--- src/rtl/i2c_reg_slave_if.sv ---
// I2C register-slave bus bundle: pad-side SCL/SDA plus register-bank access.
`timescale 1ns/1ps
interface i2c_reg_slave_if;
  logic       scl_i;
  logic       sda_i;
  logic       sda_oe;
  logic [7:0] reg_addr;
  logic       wr1rd0;
  logic [7:0] reg_wr_data;
  logic       reg_req;
  logic [7:0] reg_rd_data;
  logic       busy;

  modport slave (
    input  scl_i, sda_i, reg_rd_data,
    output sda_oe, reg_addr, wr1rd0,
    output reg_wr_data, reg_req, busy
  );

  modport master (
    output scl_i, sda_i, reg_rd_data,
    input  sda_oe, reg_addr, wr1rd0,
    input  reg_wr_data, reg_req, busy
  );
endinterface

--- src/rtl/i2c_reg_slave.sv ---
// I2C slave front-end: decodes device/pointer/data bytes into
// single-cycle register-bank strobes and serves reads onto SDA.
`timescale 1ns/1ps
module i2c_reg_slave #(
  parameter logic [6:0] I2C_ADDR    = 7'h01,
  parameter int         SYNC_STAGES = 2
) (
  input logic           clk,
  input logic           reset_n,
  i2c_reg_slave_if.slave bus
);

  typedef enum logic [3:0] {
    IDLE,
    DEV_ADDR,
    DEV_ACK,
    REG_ADDR,
    REG_ACK,
    WR_DATA,
    WR_ACK,
    RD_DATA,
    RD_ACK,
    WAIT_STOP
  } state_t;

  logic [SYNC_STAGES-1:0] scl_sync_q;
  logic [SYNC_STAGES-1:0] sda_sync_q;
  logic scl_prev_q, sda_prev_q;
  logic scl_s, sda_s;
  logic scl_rise, scl_fall;
  logic start_det, stop_det;

  state_t     state_q, state_d;
  logic [3:0] cnt_q, cnt_d;
  logic [7:0] shreg_q, shreg_d;
  logic       phase_q, phase_d;
  logic       rw_q, rw_d;
  logic       sda_oe_q, sda_oe_d;
  logic       busy_q, busy_d;
  logic       req_q, req_d;
  logic       wr_q, wr_d;
  logic [7:0] wdata_q, wdata_d;
  logic [7:0] addr_q, addr_d;
  logic       cap_q, cap_d;
  logic       inc_q, inc_d;
  logic       addr_inc;
  logic [7:0] rx_byte;

  assign scl_s = scl_sync_q[SYNC_STAGES-1];
  assign sda_s = sda_sync_q[SYNC_STAGES-1];

  assign scl_rise  = scl_s & ~scl_prev_q;
  assign scl_fall  = ~scl_s & scl_prev_q;
  assign start_det = scl_s & scl_prev_q & sda_prev_q & ~sda_s;
  assign stop_det  = scl_s & scl_prev_q & ~sda_prev_q & sda_s;

  assign rx_byte = {shreg_q[6:0], sda_s};

  // read data lands one clk after the strobe; pointer bumps one clk later
  assign cap_d    = req_q & ~wr_q;
  assign inc_d    = cap_q;
  assign addr_inc = (req_q & wr_q) | inc_q;

  always_comb begin
    state_d  = state_q;
    cnt_d    = cnt_q;
    shreg_d  = cap_q ? bus.reg_rd_data : shreg_q;
    phase_d  = phase_q;
    rw_d     = rw_q;
    sda_oe_d = sda_oe_q;
    busy_d   = busy_q;
    req_d    = 1'b0;
    wr_d     = wr_q;
    wdata_d  = wdata_q;
    addr_d   = addr_q + {7'd0, addr_inc};
    if (start_det) begin
      state_d  = DEV_ADDR;
      cnt_d    = 4'd0;
      phase_d  = 1'b0;
      sda_oe_d = 1'b0;
      busy_d   = 1'b1;
    end else if (stop_det) begin
      state_d  = IDLE;
      phase_d  = 1'b0;
      sda_oe_d = 1'b0;
      busy_d   = 1'b0;
    end else begin
      unique case (state_q)
        IDLE, WAIT_STOP: begin
        end
        DEV_ADDR, REG_ADDR, WR_DATA: begin
          if (scl_rise) begin
            shreg_d = rx_byte;
            cnt_d   = cnt_q + 4'd1;
            if (cnt_q == 4'd7) begin
              cnt_d   = 4'd0;
              phase_d = 1'b0;
              if (state_q == DEV_ADDR) begin
                if (rx_byte[7:1] == I2C_ADDR) begin
                  state_d = DEV_ACK;
                  rw_d    = rx_byte[0];
                end else begin
                  state_d = WAIT_STOP;
                  busy_d  = 1'b0;
                end
              end else if (state_q == REG_ADDR) begin
                addr_d  = rx_byte;
                state_d = REG_ACK;
              end else begin
                req_d   = 1'b1;
                wr_d    = 1'b1;
                wdata_d = rx_byte;
                state_d = WR_ACK;
              end
            end
          end
        end
        DEV_ACK, REG_ACK, WR_ACK: begin
          if (scl_rise && phase_q && rw_q &&
              state_q == DEV_ACK) begin
            req_d = 1'b1;
            wr_d  = 1'b0;
          end
          if (scl_fall) begin
            if (!phase_q) begin
              sda_oe_d = 1'b1;
              phase_d  = 1'b1;
            end else begin
              phase_d  = 1'b0;
              cnt_d    = 4'd0;
              sda_oe_d = 1'b0;
              if (state_q == DEV_ACK && rw_q) begin
                state_d  = RD_DATA;
                sda_oe_d = ~shreg_q[7];
              end else if (state_q == DEV_ACK) begin
                state_d = REG_ADDR;
              end else begin
                state_d = WR_DATA;
              end
            end
          end
        end
        RD_DATA: begin
          if (scl_rise) cnt_d = cnt_q + 4'd1;
          if (scl_fall) begin
            if (cnt_q == 4'd8) begin
              sda_oe_d = 1'b0;
              phase_d  = 1'b0;
              state_d  = RD_ACK;
            end else begin
              sda_oe_d = ~shreg_q[6];
              shreg_d  = {shreg_q[6:0], 1'b0};
            end
          end
        end
        RD_ACK: begin
          if (scl_rise && !phase_q) begin
            if (!sda_s) begin
              req_d   = 1'b1;
              wr_d    = 1'b0;
              phase_d = 1'b1;
            end else begin
              state_d = WAIT_STOP;
            end
          end
          if (scl_fall && phase_q) begin
            state_d  = RD_DATA;
            cnt_d    = 4'd0;
            phase_d  = 1'b0;
            sda_oe_d = ~shreg_q[7];
          end
        end
        default: state_d = IDLE;
      endcase
    end
  end

  always_ff @(posedge clk or negedge reset_n) begin
    if (!reset_n) begin
      scl_sync_q <= '1;
      sda_sync_q <= '1;
      scl_prev_q <= 1'b1;
      sda_prev_q <= 1'b1;
      state_q    <= IDLE;
      cnt_q      <= 4'd0;
      shreg_q    <= 8'd0;
      phase_q    <= 1'b0;
      rw_q       <= 1'b0;
      sda_oe_q   <= 1'b0;
      busy_q     <= 1'b0;
      req_q      <= 1'b0;
      wr_q       <= 1'b0;
      wdata_q    <= 8'd0;
      addr_q     <= 8'd0;
      cap_q      <= 1'b0;
      inc_q      <= 1'b0;
    end else begin
      scl_sync_q <= {scl_sync_q[SYNC_STAGES-2:0], bus.scl_i};
      sda_sync_q <= {sda_sync_q[SYNC_STAGES-2:0], bus.sda_i};
      scl_prev_q <= scl_s;
      sda_prev_q <= sda_s;
      state_q    <= state_d;
      cnt_q      <= cnt_d;
      shreg_q    <= shreg_d;
      phase_q    <= phase_d;
      rw_q       <= rw_d;
      sda_oe_q   <= sda_oe_d;
      busy_q     <= busy_d;
      req_q      <= req_d;
      wr_q       <= wr_d;
      wdata_q    <= wdata_d;
      addr_q     <= addr_d;
      cap_q      <= cap_d;
      inc_q      <= inc_d;
    end
  end

  assign bus.sda_oe      = sda_oe_q;
  assign bus.reg_addr    = addr_q;
  assign bus.wr1rd0      = wr_q;
  assign bus.reg_wr_data = wdata_q;
  assign bus.reg_req     = req_q;
  assign bus.busy        = busy_q;

endmodule
--- src/flat_wrapper.sv ---
// flat-port wrapper written by rule: the top's interface ports become plain ports
module i2c_reg_slave_flat 
#(
  parameter logic [6:0] I2C_ADDR    = 7'h01,
  parameter int         SYNC_STAGES = 2
)
  (clk, reset_n, bus_scl_i, bus_sda_i, bus_reg_rd_data, bus_sda_oe, bus_reg_addr, bus_wr1rd0, bus_reg_wr_data, bus_reg_req, bus_busy);
  i2c_reg_slave_if bus_i ();
  input logic clk;
  input logic reset_n;
  input wire logic [$bits(bus_i.scl_i)-1:0] bus_scl_i;
  input wire logic [$bits(bus_i.sda_i)-1:0] bus_sda_i;
  input wire logic [$bits(bus_i.reg_rd_data)-1:0] bus_reg_rd_data;
  output wire logic [$bits(bus_i.sda_oe)-1:0] bus_sda_oe;
  output wire logic [$bits(bus_i.reg_addr)-1:0] bus_reg_addr;
  output wire logic [$bits(bus_i.wr1rd0)-1:0] bus_wr1rd0;
  output wire logic [$bits(bus_i.reg_wr_data)-1:0] bus_reg_wr_data;
  output wire logic [$bits(bus_i.reg_req)-1:0] bus_reg_req;
  output wire logic [$bits(bus_i.busy)-1:0] bus_busy;
  assign bus_i.scl_i = bus_scl_i;
  assign bus_i.sda_i = bus_sda_i;
  assign bus_i.reg_rd_data = bus_reg_rd_data;
  assign bus_sda_oe = bus_i.sda_oe;
  assign bus_reg_addr = bus_i.reg_addr;
  assign bus_wr1rd0 = bus_i.wr1rd0;
  assign bus_reg_wr_data = bus_i.reg_wr_data;
  assign bus_reg_req = bus_i.reg_req;
  assign bus_busy = bus_i.busy;
  i2c_reg_slave #(.I2C_ADDR(I2C_ADDR), .SYNC_STAGES(SYNC_STAGES)) u_core (.clk(clk), .reset_n(reset_n), .bus(bus_i));
endmodule
--- config.mk ---
export PLATFORM = sky130hd
export DESIGN_NAME = i2c_reg_slave_flat
export DESIGN_NICKNAME = d
export VERILOG_FILES = /design/src/rtl/i2c_reg_slave_if.sv /design/src/rtl/i2c_reg_slave.sv /design/src/flat_wrapper.sv
export SDC_FILE = /design/constraint.sdc
export NUM_CORES = 1
export LEC_CHECK = 0
export ABC_AREA = 1
export CORE_ASPECT_RATIO = 1.25
export CORE_MARGIN = 3
export CORE_UTILIZATION = 50
export DETAILED_ROUTE_END_ITERATION = 6
export GPL_TIMING_DRIVEN = 1
export PLACE_DENSITY = 0.73
export SYNTH_ARGS = -nofsm -noshare
export SYNTH_HDL_FRONTEND = slang
export SYNTH_SLANG_ARGS = --single-unit
--- constraint.sdc ---
create_clock -name clk -period 1.9 [get_ports clk]
set_clock_uncertainty 0.05 [all_clocks]
set_input_delay 0.38 -clock clk [delete_from_list [all_inputs] [get_ports clk]]
set_output_delay 0.38 -clock clk [all_outputs]
set_load 0.02 [all_outputs]
Yosys cells after proc, flatten, opt, wreduce, memory -nomap -nowiden. Index checks and enable logic that the tools add are counted.

Add/sub/neg operators: 2. $mul: 0. Div/mod/pow operators: 0. $lt $le $gt $ge: 0. Equality and inequality tests: 37. Shift operators: 0. Multiplexer cells: 86. Bitwise logic cells: 21. Reduce and logical (&&, ||, !) cells: 27.

Operators by type and width (count): $mux 8 (13); $mux 4 (22); $mux 1 (42); $ne 4x1->1 const B (7); $ne 3x1->1 const B (7); $reduce_and 7->1 (3); $eq 4x3->1 const B (5); $pmux 4 s5 (1); $pmux 4 s4 (1); $pmux 8 s2 (1); $reduce_bool 3->1 (5); $eq 4x4->1 const B (3); $not 1->1 (11); $ne 2x1->1 const B (5); $ne 5x1->1 const B (2); $reduce_and 10->1 (1); $reduce_bool 5->1 (2); $and 1x1->1 (9); $pmux 1 s3 (3); $reduce_and 9->1 (1); $add 8x1->8 (1); $eq 4x2->1 const B (2); $reduce_and 8->1 (1); $eq 7x1->1 const B (1); 16 further kinds (24).

Register bits: 46. Bits in latches: 0. Memory bits (writable): 0. ROM bits: 0. Input port bits: 12. Output and inout bits: 20. Memories kept: 0.

Depth between registers and ports, before layout. Gate-level depths: netlist (run 1).

Depth after elaboration: 10. Gate-level depth with buffers: 12. Mapped depth without buffers: 11.

Worst setup path before layout (run 1). No wires, ideal clock.

Path type: register to register. Start point: reg u_core.wr_q (netlist: u_core.bus.wr1rd0). End point: reg u_core.addr_q[7] (netlist: u_core.bus.reg_addr[7]). Setup time: 0.117 ns. Data arrival time: 1.501 ns. Data required time: 1.733 ns. Path slack: 0.233 ns. Cell stages (with the launch flop): 10. Buffers on the path: 0. Cell sequence: dfrtp_1 inv_1 o21bai_1 ha_1 nand3_1 nor3_1 nand3_1 xnor2_1 nand2_1 nand2_1.

Cells in the longest elaborated chain, start to end: 10.

RTL lines: start, declared (line i2c_reg_slave.sv:41) `logic wr_q, wr_d;`; start signal, assigned (line i2c_reg_slave.sv:210) `wr_q <= wr_d;`; $and 1x1->1 * (line i2c_reg_slave.sv:62) `assign addr_inc = (req_q & wr_q) | inc_q;`; $or 1x1->1 * (line i2c_reg_slave.sv:62); $add 8x1->8 * (line i2c_reg_slave.sv:75) `addr_d = addr_q + {7'd0, addr_inc};`; $mux 8 (line i2c_reg_slave.sv:106) `end else if (state_q == REG_ADDR) begin`; $mux 8 (line i2c_reg_slave.sv:98) `if (state_q == DEV_ADDR) begin`; $mux 8 (line i2c_reg_slave.sv:95) `if (cnt_q == 4'd7) begin`; $mux 8 (line i2c_reg_slave.sv:92) `if (scl_rise) begin`; $mux 8 (line i2c_reg_slave.sv:88) `unique case (state_q)`; $mux 8 (line i2c_reg_slave.sv:82) `end else if (stop_det) begin`; $mux 8 * (line i2c_reg_slave.sv:76) `if (start_det) begin`; named net u_core.addr_d[7] (line i2c_reg_slave.sv:43) `logic [7:0] addr_q, addr_d;`; end signal, assigned (line i2c_reg_slave.sv:212) `addr_q <= addr_d;`; end, declared (line i2c_reg_slave.sv:43).

The timed path passes the listed nets; every way through them passes the cells marked *. A chain may end at the register's enable or synchronous reset.

Final worst setup path (run 1).
Start point: reg u_core.addr_q[2] (netlist: u_core.bus.reg_addr[2]). End point: out bus_reg_addr[2].

RTL lines: end, declared (line flat_wrapper.sv:15) `output wire logic [$bits(bus_i.reg_addr)-1:0] bus_reg_addr;`.

No word-level cell between the ends.

==> out/summary.md, run 1 <==
For the worst setup path, the data required time is 1.47 ns. In this run the worst setup path begins at u_core.bus.reg_addr[2]. The filler cells instantiated in the layout total 465. The fraction of power consumed by the clock network came out at 19.3%. Per report_power, the combinational group accounts for 44.7% of the total. Counting distinct cell types in the post-synthesis netlist gives 32.

The height of the die came out at 87.5 µm. The cell area that synthesis handed to floorplanning was 2660 µm². The internal power of the cells totals 2160 µW. The tools report the worst setup slack for register-to-register paths as 0.19 ns.

The post-route netlist has 14.3% of its cells at a drive strength greater than 1. The run gives 2421 as the number of vias in the routed layout. Row generation in the floorplan step produced 29 rows.

Buffer and inverter count on the worst path: 1. In this run, flip-flops and latches consume 36.0% of the power. Slowest cell on the critical path: sky130_fd_sc_hd__clkdlybuf4s50_1. The H-tree was split into 2 levels. Entering global routing, the biggest net connects 24 pins. Max-cap violations in this run came to 0.

The library cell used as clock root buffer was sky130_fd_sc_hd__clkbuf_8. The register clock-pin slew on the reported worst setup and hold paths was 0.09 ns; the count of hold buffers inserted by post-cts repair was 0. In this run the power density over the cells is 1210 nW/µm². The die span in x is 71.2 µm. The all-layer global routing usage is 22.3%, and the final design utilization is 62.1%.

Setup violations remaining at the end of the flow were counted as 0. In the finished design, the share of the clock period the worst path needs comes to 92.6%. The floorplan step defined a die boundary enclosing 6230 µm². The number of hold violations in the final report was 10; the number of pins with negative max-slew slack in the final report was 0.

The detailed-routing iteration count for the pre-antenna-repair pass came out at 4. The core footprint was 5120 µm². The origin of the critical flop-to-flop path was u_core.sda_sync_q[1]. The endpoint of the lowest-slack register-to-register path is u_core.state_q[3].

The worst hold-check slack is -0.00749 ns. The count of nets left with antenna violations after detail routing is 0, and the ratio of routed vias to standard cells is 5.25. During I/O placement, the number of pins put on the boundary was 32. Summed over all layers, the routed wires come to 6240 µm. Once detailed placement completed, the half-perimeter wirelength came to 4950 µm. Number of I/O port buffers: 31. The critical path is of the reg2out type. For the via count of the first global-routing pass, the log shows 2386. For this run, design rule violations remaining after detail routing come to 0.

The cell count after placement was 450. The run finished, with violations left. TritonCTS built the clock tree. Synthesized net count: 373.

The later pin in the worst-skew pair is clocked with a latency of 0.30 ns. The run gives 1690 µW as the switching component of the power. Walking the worst path, the cells encountered are clkdlybuf4s50_1. The checks that failed: hold timing. The final instance count without filler cells is 461, and the net count reported at finish is 414.

At the pin with the least slew margin, the transition time is 0.407 ns. The path category of the worst min-delay check is in2async. On the worst path, the slowest cell contributes a delay of 0.62 ns. The depth of the most critical reg-to-reg path is 11. The library cells used most frequently in the layout, excluding fill and tap cells, are sky130_fd_sc_hd__nand2_1, sky130_fd_sc_hd__dfrtp_1, sky130_fd_sc_hd__inv_1, sky130_fd_sc_hd__nor2_1, sky130_fd_sc_hd__clkdlybuf4s50_1. The maximum clock path buffer count is 2, and the minimum period implied by the final worst setup slack is 1.76 ns.

Total leakage power: 0.00161 µW. Global routing finished with a remaining overflow of 0. After detailed routing, the average wire length per cell comes to 13.5 µm. Setup repair after global routing left no endpoint under its margin. The peak fanout along the critical path was 4.

The capturing element type of the critical path is a primary output. The switching power as a share of total power was 43.9%. Clock tree synthesis inserted a total of 5 buffers. The register area share after synthesis was 43.6%. Headroom to the max-slew limit came out at 72.9%.

For the global placer's final weighted congestion, the log shows 0.916. From synthesis to final layout, the design area changed by 19.7%. For this configuration, the core starts out at a cell density of 51.9%. Summed over all failing endpoints, the final setup total negative slack is 0 ns. The endpoint arrival time on the critical path was 1.33 ns; the mean instance size in the synthesized netlist was 7.44 µm². The cell depth of the worst setup path was 1.

Broken down by cell family, the worst path's largest delay share belongs to buffers and inverters. Power comes to 3860 µW. Counting every instance in the synthesized netlist gives 357.

The library cell used most frequently in the layout, excluding fill and tap cells, is sky130_fd_sc_hd__nand2_1. Timing would allow up to 569 MHz. The number of warnings printed during yosys synthesis was 0; the number of synthesized register bits was 46.

Clock tree synthesis found a total of 46 sinks. The logs give 0 for the initial antenna violation count and 0 for the number of inserted diodes. For this block, the initial DRC count from the detailed router was 108. Global-route wire length before repair: 10900 µm. Following the worst setup path forward leads to its endpoint at bus_reg_addr[2]. The startpoint kind of the worst setup timing path is a register. The worst-case IR drop observed on VDD is 0.769 mV.
-- synthesized netlist by cell type, drive strengths merged --
library cell / instances / area share (%)
a211oi: 1 / 0.28
a21oi: 3 / 0.57
a31oi: 1 / 0.24
buf: 6 / 2.0
clkbuf: 1 / 0.14
dfrtp: 40 / 38
dfstp: 6 / 5.9
ha: 4 / 1.9
inv: 41 / 5.8
nand2: 119 / 18
nand3: 31 / 6.2
nand3b: 2 / 0.57
nand4: 5 / 1.2
nor2: 46 / 7.8
nor3: 3 / 0.99
nor4: 1 / 0.24
o211ai: 1 / 0.28
o21ai: 36 / 7.5
o21bai: 1 / 0.28
o22ai: 2 / 0.47
xnor2: 4 / 1.3
xor2: 3 / 0.99
-- sequential cells by signal, indices dropped and copies added, names as in the netlist --
register and cells:
u_core.bus.busy 1, u_core.bus.reg_addr 8, u_core.bus.reg_req 1, u_core.bus.reg_wr_data 8
u_core.bus.sda_oe 1, u_core.bus.wr1rd0 1, u_core.cap_q 1, u_core.cnt_q 4
u_core.inc_q 1, u_core.phase_q 1, u_core.rw_q 1, u_core.scl_prev_q 1
u_core.scl_sync_q 2, u_core.sda_prev_q 1, u_core.sda_sync_q 2, u_core.shreg_q 8
u_core.state_q 4
-- worst min path at each step --
| stage | end | slack (ns) | cells after the start |
|---|---|---|---|
| 2_1_floorplan | u_core.bus.busy | 0.03 | 0 |
| 6_report | u_core.bus.reg_wr_data[4] | -0.007 | 2 |
| 3_5_place_dp | u_core.sda_sync_q[1] | 0.30 | 0 |
| 4_1_cts | u_core.bus.reg_wr_data[4] | 0.007 | 2 |
| 5_1_grt | u_core.bus.reg_wr_data[3] | 0.02 | 2 |
| 3_3_place_gp | u_core.scl_sync_q[1] | 0.30 | 0 |
-- kinds of logic (layout without fill, tap and decap cells) --
family                   after synthesis  after routing  share of synthesized area (%)
AO/OA/AOI/OAI                         45             45                           9.61
XOR/XNOR                               7              7                           2.31
adder cells (fa/ha/maj)                4              4                           1.89
buffers and inverters                 48             90                           7.96
flip-flops                            46             46                           43.6
AND/OR/NAND/NOR                      207            207                           34.6
-- per-layer routing --
layer	GRT usage, %	up-vias	routed length (µm)
li1	-	1216	-
met1	26.6	1127	2600
met2	39.3	64	3190
met3	3.35	14	260
met4	9.91	0	186
met5	0	-	0
-- per-stage QoR --
step / cell area (µm²) / setup slack (ns)
5_1_grt: 3180 / 0.0113
3_3_place_gp: 3030 / 0.153
3_5_place_dp: 3030 / 0.151
4_1_cts: 3150 / 0.127
6_report: 3180 / 0.141
2_1_floorplan: 2660 / 0.233
-- area by class of cell --
class	instances	area [µm²]	area share, %
multi-input combinational	263	1290	40.7
sequential	46	1160	36.5
timing repair buffer	41	380	12.0
inverter	41	154	4.84
tap	62	77.6	2.44
clock buffer	5	68.8	2.17
clock inverter	3	43.8	1.38
-- power groups by stage --
stage               clock network (µW)  registers (µW)  logic, µW
floorplan                            0            1350       1310
global placement                     0            1390       1680
detailed placement                   0            1400       1700
CTS                                761            1380       1710
global route                       784            1410       2010
finish                             745            1390       1720
-- repair_timing --
| action | 4_1_cts | 5_1_grt |
|---|---|---|
| endpoints found under the setup margin | 0 | 10 |
| resized for setup | 0 | 3 |
| buffers inserted | 0 | 3 |
Power figures use the tool's default switching activity.
==> run 2: changes to the inputs <==
Settings changed: MAX_ROUTING_LAYER set to met4.
==> out/summary.md, run 2 (same netlist as run 1, synthesis figures left out) <==
Register clock-pin slew on the reported worst setup and hold paths: 0.09 ns. Broken down by cell family, the worst path's largest delay share belongs to buffers and inverters. After detailed routing, the total wire length is 6330 µm. The via count of the first global-routing pass was 2397. The run gives 0 as the initial antenna violation count. The worst path required time was 1.47 ns; the growth of design area from synthesis to finish was 18.6%. The share of the clock period used by the worst path after layout is 92.9%, and the ratio of cells with drive above 1 in the final layout is 13.8%. The fmax was 566 MHz; the multi-input combinational cell area was 1290 µm². The largest single stage delay on the critical path is 0.62 ns. By startpoint and endpoint, the worst setup path is classified as reg2out. Global routing used 23.6% of the available tracks across all layers. The storage element area was 1160 µm²; the ratio of routed vias to standard cells was 5.19. Of all nets on the critical path, the largest fanout is 4. The first TritonRoute pass finished after 4 iterations. The initial utilization of the core area, before any placement, comes to 51.9%.

The count of nets left with antenna violations once routing finished came out at 0. The number of I/O port buffers works out to 31. The completed layout was analyzed and its total power is 3720 µW. The power density relative to cell area was 1180 nW/µm². Across the run, the number of max-cap violations was 0. Most common cell after layout, fill and taps aside: sky130_fd_sc_hd__nand2_1. The placed wire-length estimate came out at 5050 µm. For the global-route wire length before repair, the log shows 11200 µm.

Path category of the worst min-delay check: in2async. STA puts the critical path data arrival time at 1.34 ns. The floorplan step defined a core boundary enclosing 5120 µm². The logs give 7 for the number of hold violations in the final report and 0.925 for the global placer's final weighted congestion. In this run, CTS created clock tree buffers numbering 5. Traced cell by cell, the critical path runs through clkdlybuf4s50_1. The repair_antennas step left the layout with diodes totalling 0.

The count of fill cells added during filler insertion was 467; the peak ir drop on the vdd network was 0.750 mV. The clock passes through at most 2 buffers. The tools report the number of vias in the routed layout as 2392. TritonCTS built the clock tree. In the layout the commonest cells are sky130_fd_sc_hd__nand2_1, sky130_fd_sc_hd__dfrtp_1, sky130_fd_sc_hd__inv_1, sky130_fd_sc_hd__nor2_1, sky130_fd_sc_hd__clkdlybuf4s50_1. The worst setup path is captured at a primary output. The clock reaches the later pin of the worst-skew pair after 0.30 ns.

Setup repair after global routing could not meet its margin everywhere. STA classifies the critical path startpoint as a register. The number of design rule violations left after detail routing is 0, and the count of hold buffers inserted by post-cts repair is 0. The library cell used as clock root buffer was sky130_fd_sc_hd__clkbuf_8. The global-route congestion overflow total is 0, and the transition at the pin with the smallest max-transition slack is 0.375 ns.

The number of top-level pins was 32; the die area was 6230 µm². Entering global routing, the biggest net connects 24 pins. The die is 87.5 µm tall.

Setup violations remaining at the end of the flow were counted as 0. The clock drives 46 sinks. In this run the static leakage power is 0.00160 µW. The run finished, with violations left. The tools report the number of pins with negative max-slew slack in the final report as 0. The net count reported at finish is 414. The floorplan row count is 29. The tools report the worst hold-check slack as -0.00577 ns.

Post-route setup TNS: 0 ns. For this design, the slowest cell found on the critical path is sky130_fd_sc_hd__clkdlybuf4s50_1. The worst slew slack as a fraction of its limit is 75.0%.

The routed design could run at a clock period as short as 1.77 ns. After the first detailed-routing iteration, the DRC count stood at 97. The buffer and inverter count on the worst path is 1, and the total number of H-tree levels is 2. The die span in x was 71.2 µm. In the final routed layout, each cell accounts on average for 13.7 µm. The checks that failed: hold timing.
==> run 2: cell count changes in the layout (fill, tap and decap cells not counted) <==
cell	change
sky130_fd_sc_hd__bufinv_16	-1
sky130_fd_sc_hd__clkbuf_1	+1
sky130_fd_sc_hd__clkinv_4	+1
sky130_fd_sc_hd__inv_6	-1
sky130_fd_sc_hd__nor2_1	+1
sky130_fd_sc_hd__nor2_2	-1
==> run 2: area by class of cell <==
class / instances / area share, %
Multi-Input combinational cell: 263 / 41.0
Sequential cell: 46 / 36.8
Timing Repair Buffer: 41 / 12.1
Inverter: 41 / 4.89
Tap cell: 62 / 2.46
Clock buffer: 6 / 2.30
Clock inverter: 2 / 0.437
==> run 2: final timing paths <==
path | start | cells past startpoint | to | slack (ns)
worst max-delay path | u_core.bus.reg_addr[2] | 1 | bus_reg_addr[2] | 0.13
worst min-delay path | reset_n | 2 | u_core.bus.reg_wr_data[2] | -0.006
min in group clk | u_core.sda_sync_q[0] | 0 | u_core.sda_sync_q[1] | 0.31
worst max register to register | u_core.scl_sync_q[1] | 9 | u_core.cnt_q[2] | 0.16
max in group asynchronous | reset_n | 2 | u_core.scl_sync_q[1] | 1.50
worst min register to register | u_core.sda_sync_q[0] | 0 | u_core.sda_sync_q[1] | 0.31
==> run 2: what timing repair did <==
| action | CTS | global route |
|---|---|---|
| setup buffers | 0 | 3 |
| endpoints found under the setup margin | 0 | 7 |
| endpoints found under the hold margin | 0 | 0 |
| gates resized for setup | 0 | 2 |
==> run 2: metal layers <==
layer	global-route usage (%)	vias to the layer above	part of all wire (%)	wire length (µm)
met5	-	-	0	0
li1	-	1215	-	-
met1	27.0	1116	43	2700
met2	41.8	49	52	3310
met3	3.00	12	2.6	166
met4	8.72	0	2.5	157
==> run 2: report_power, final <==
| part | internal [µW] | switching (µW) | leakage [µW] |
|---|---|---|---|
| clock | 260 | 336 | 0.0000452 |
| sequential | 1170 | 214 | 0.000599 |
| combinational | 595 | 1140 | 0.000951 |
==> run 2: stage by stage <==
step           instance area, µm²  std cells  worst slack (ns)  util (%)  hold slack (ns)
6_report                     3150        461             0.135      61.6         -0.00577
5_1_grt                      3150        461           -0.0171      61.6           0.0202
4_1_cts                      3120        458            0.0955      61.0         0.000211
3_5_place_dp                 3030        450             0.122      59.3            0.299
3_3_place_gp                 3030        450             0.176      59.3            0.297
2_1_floorplan                2660        357             0.233         -           0.0344
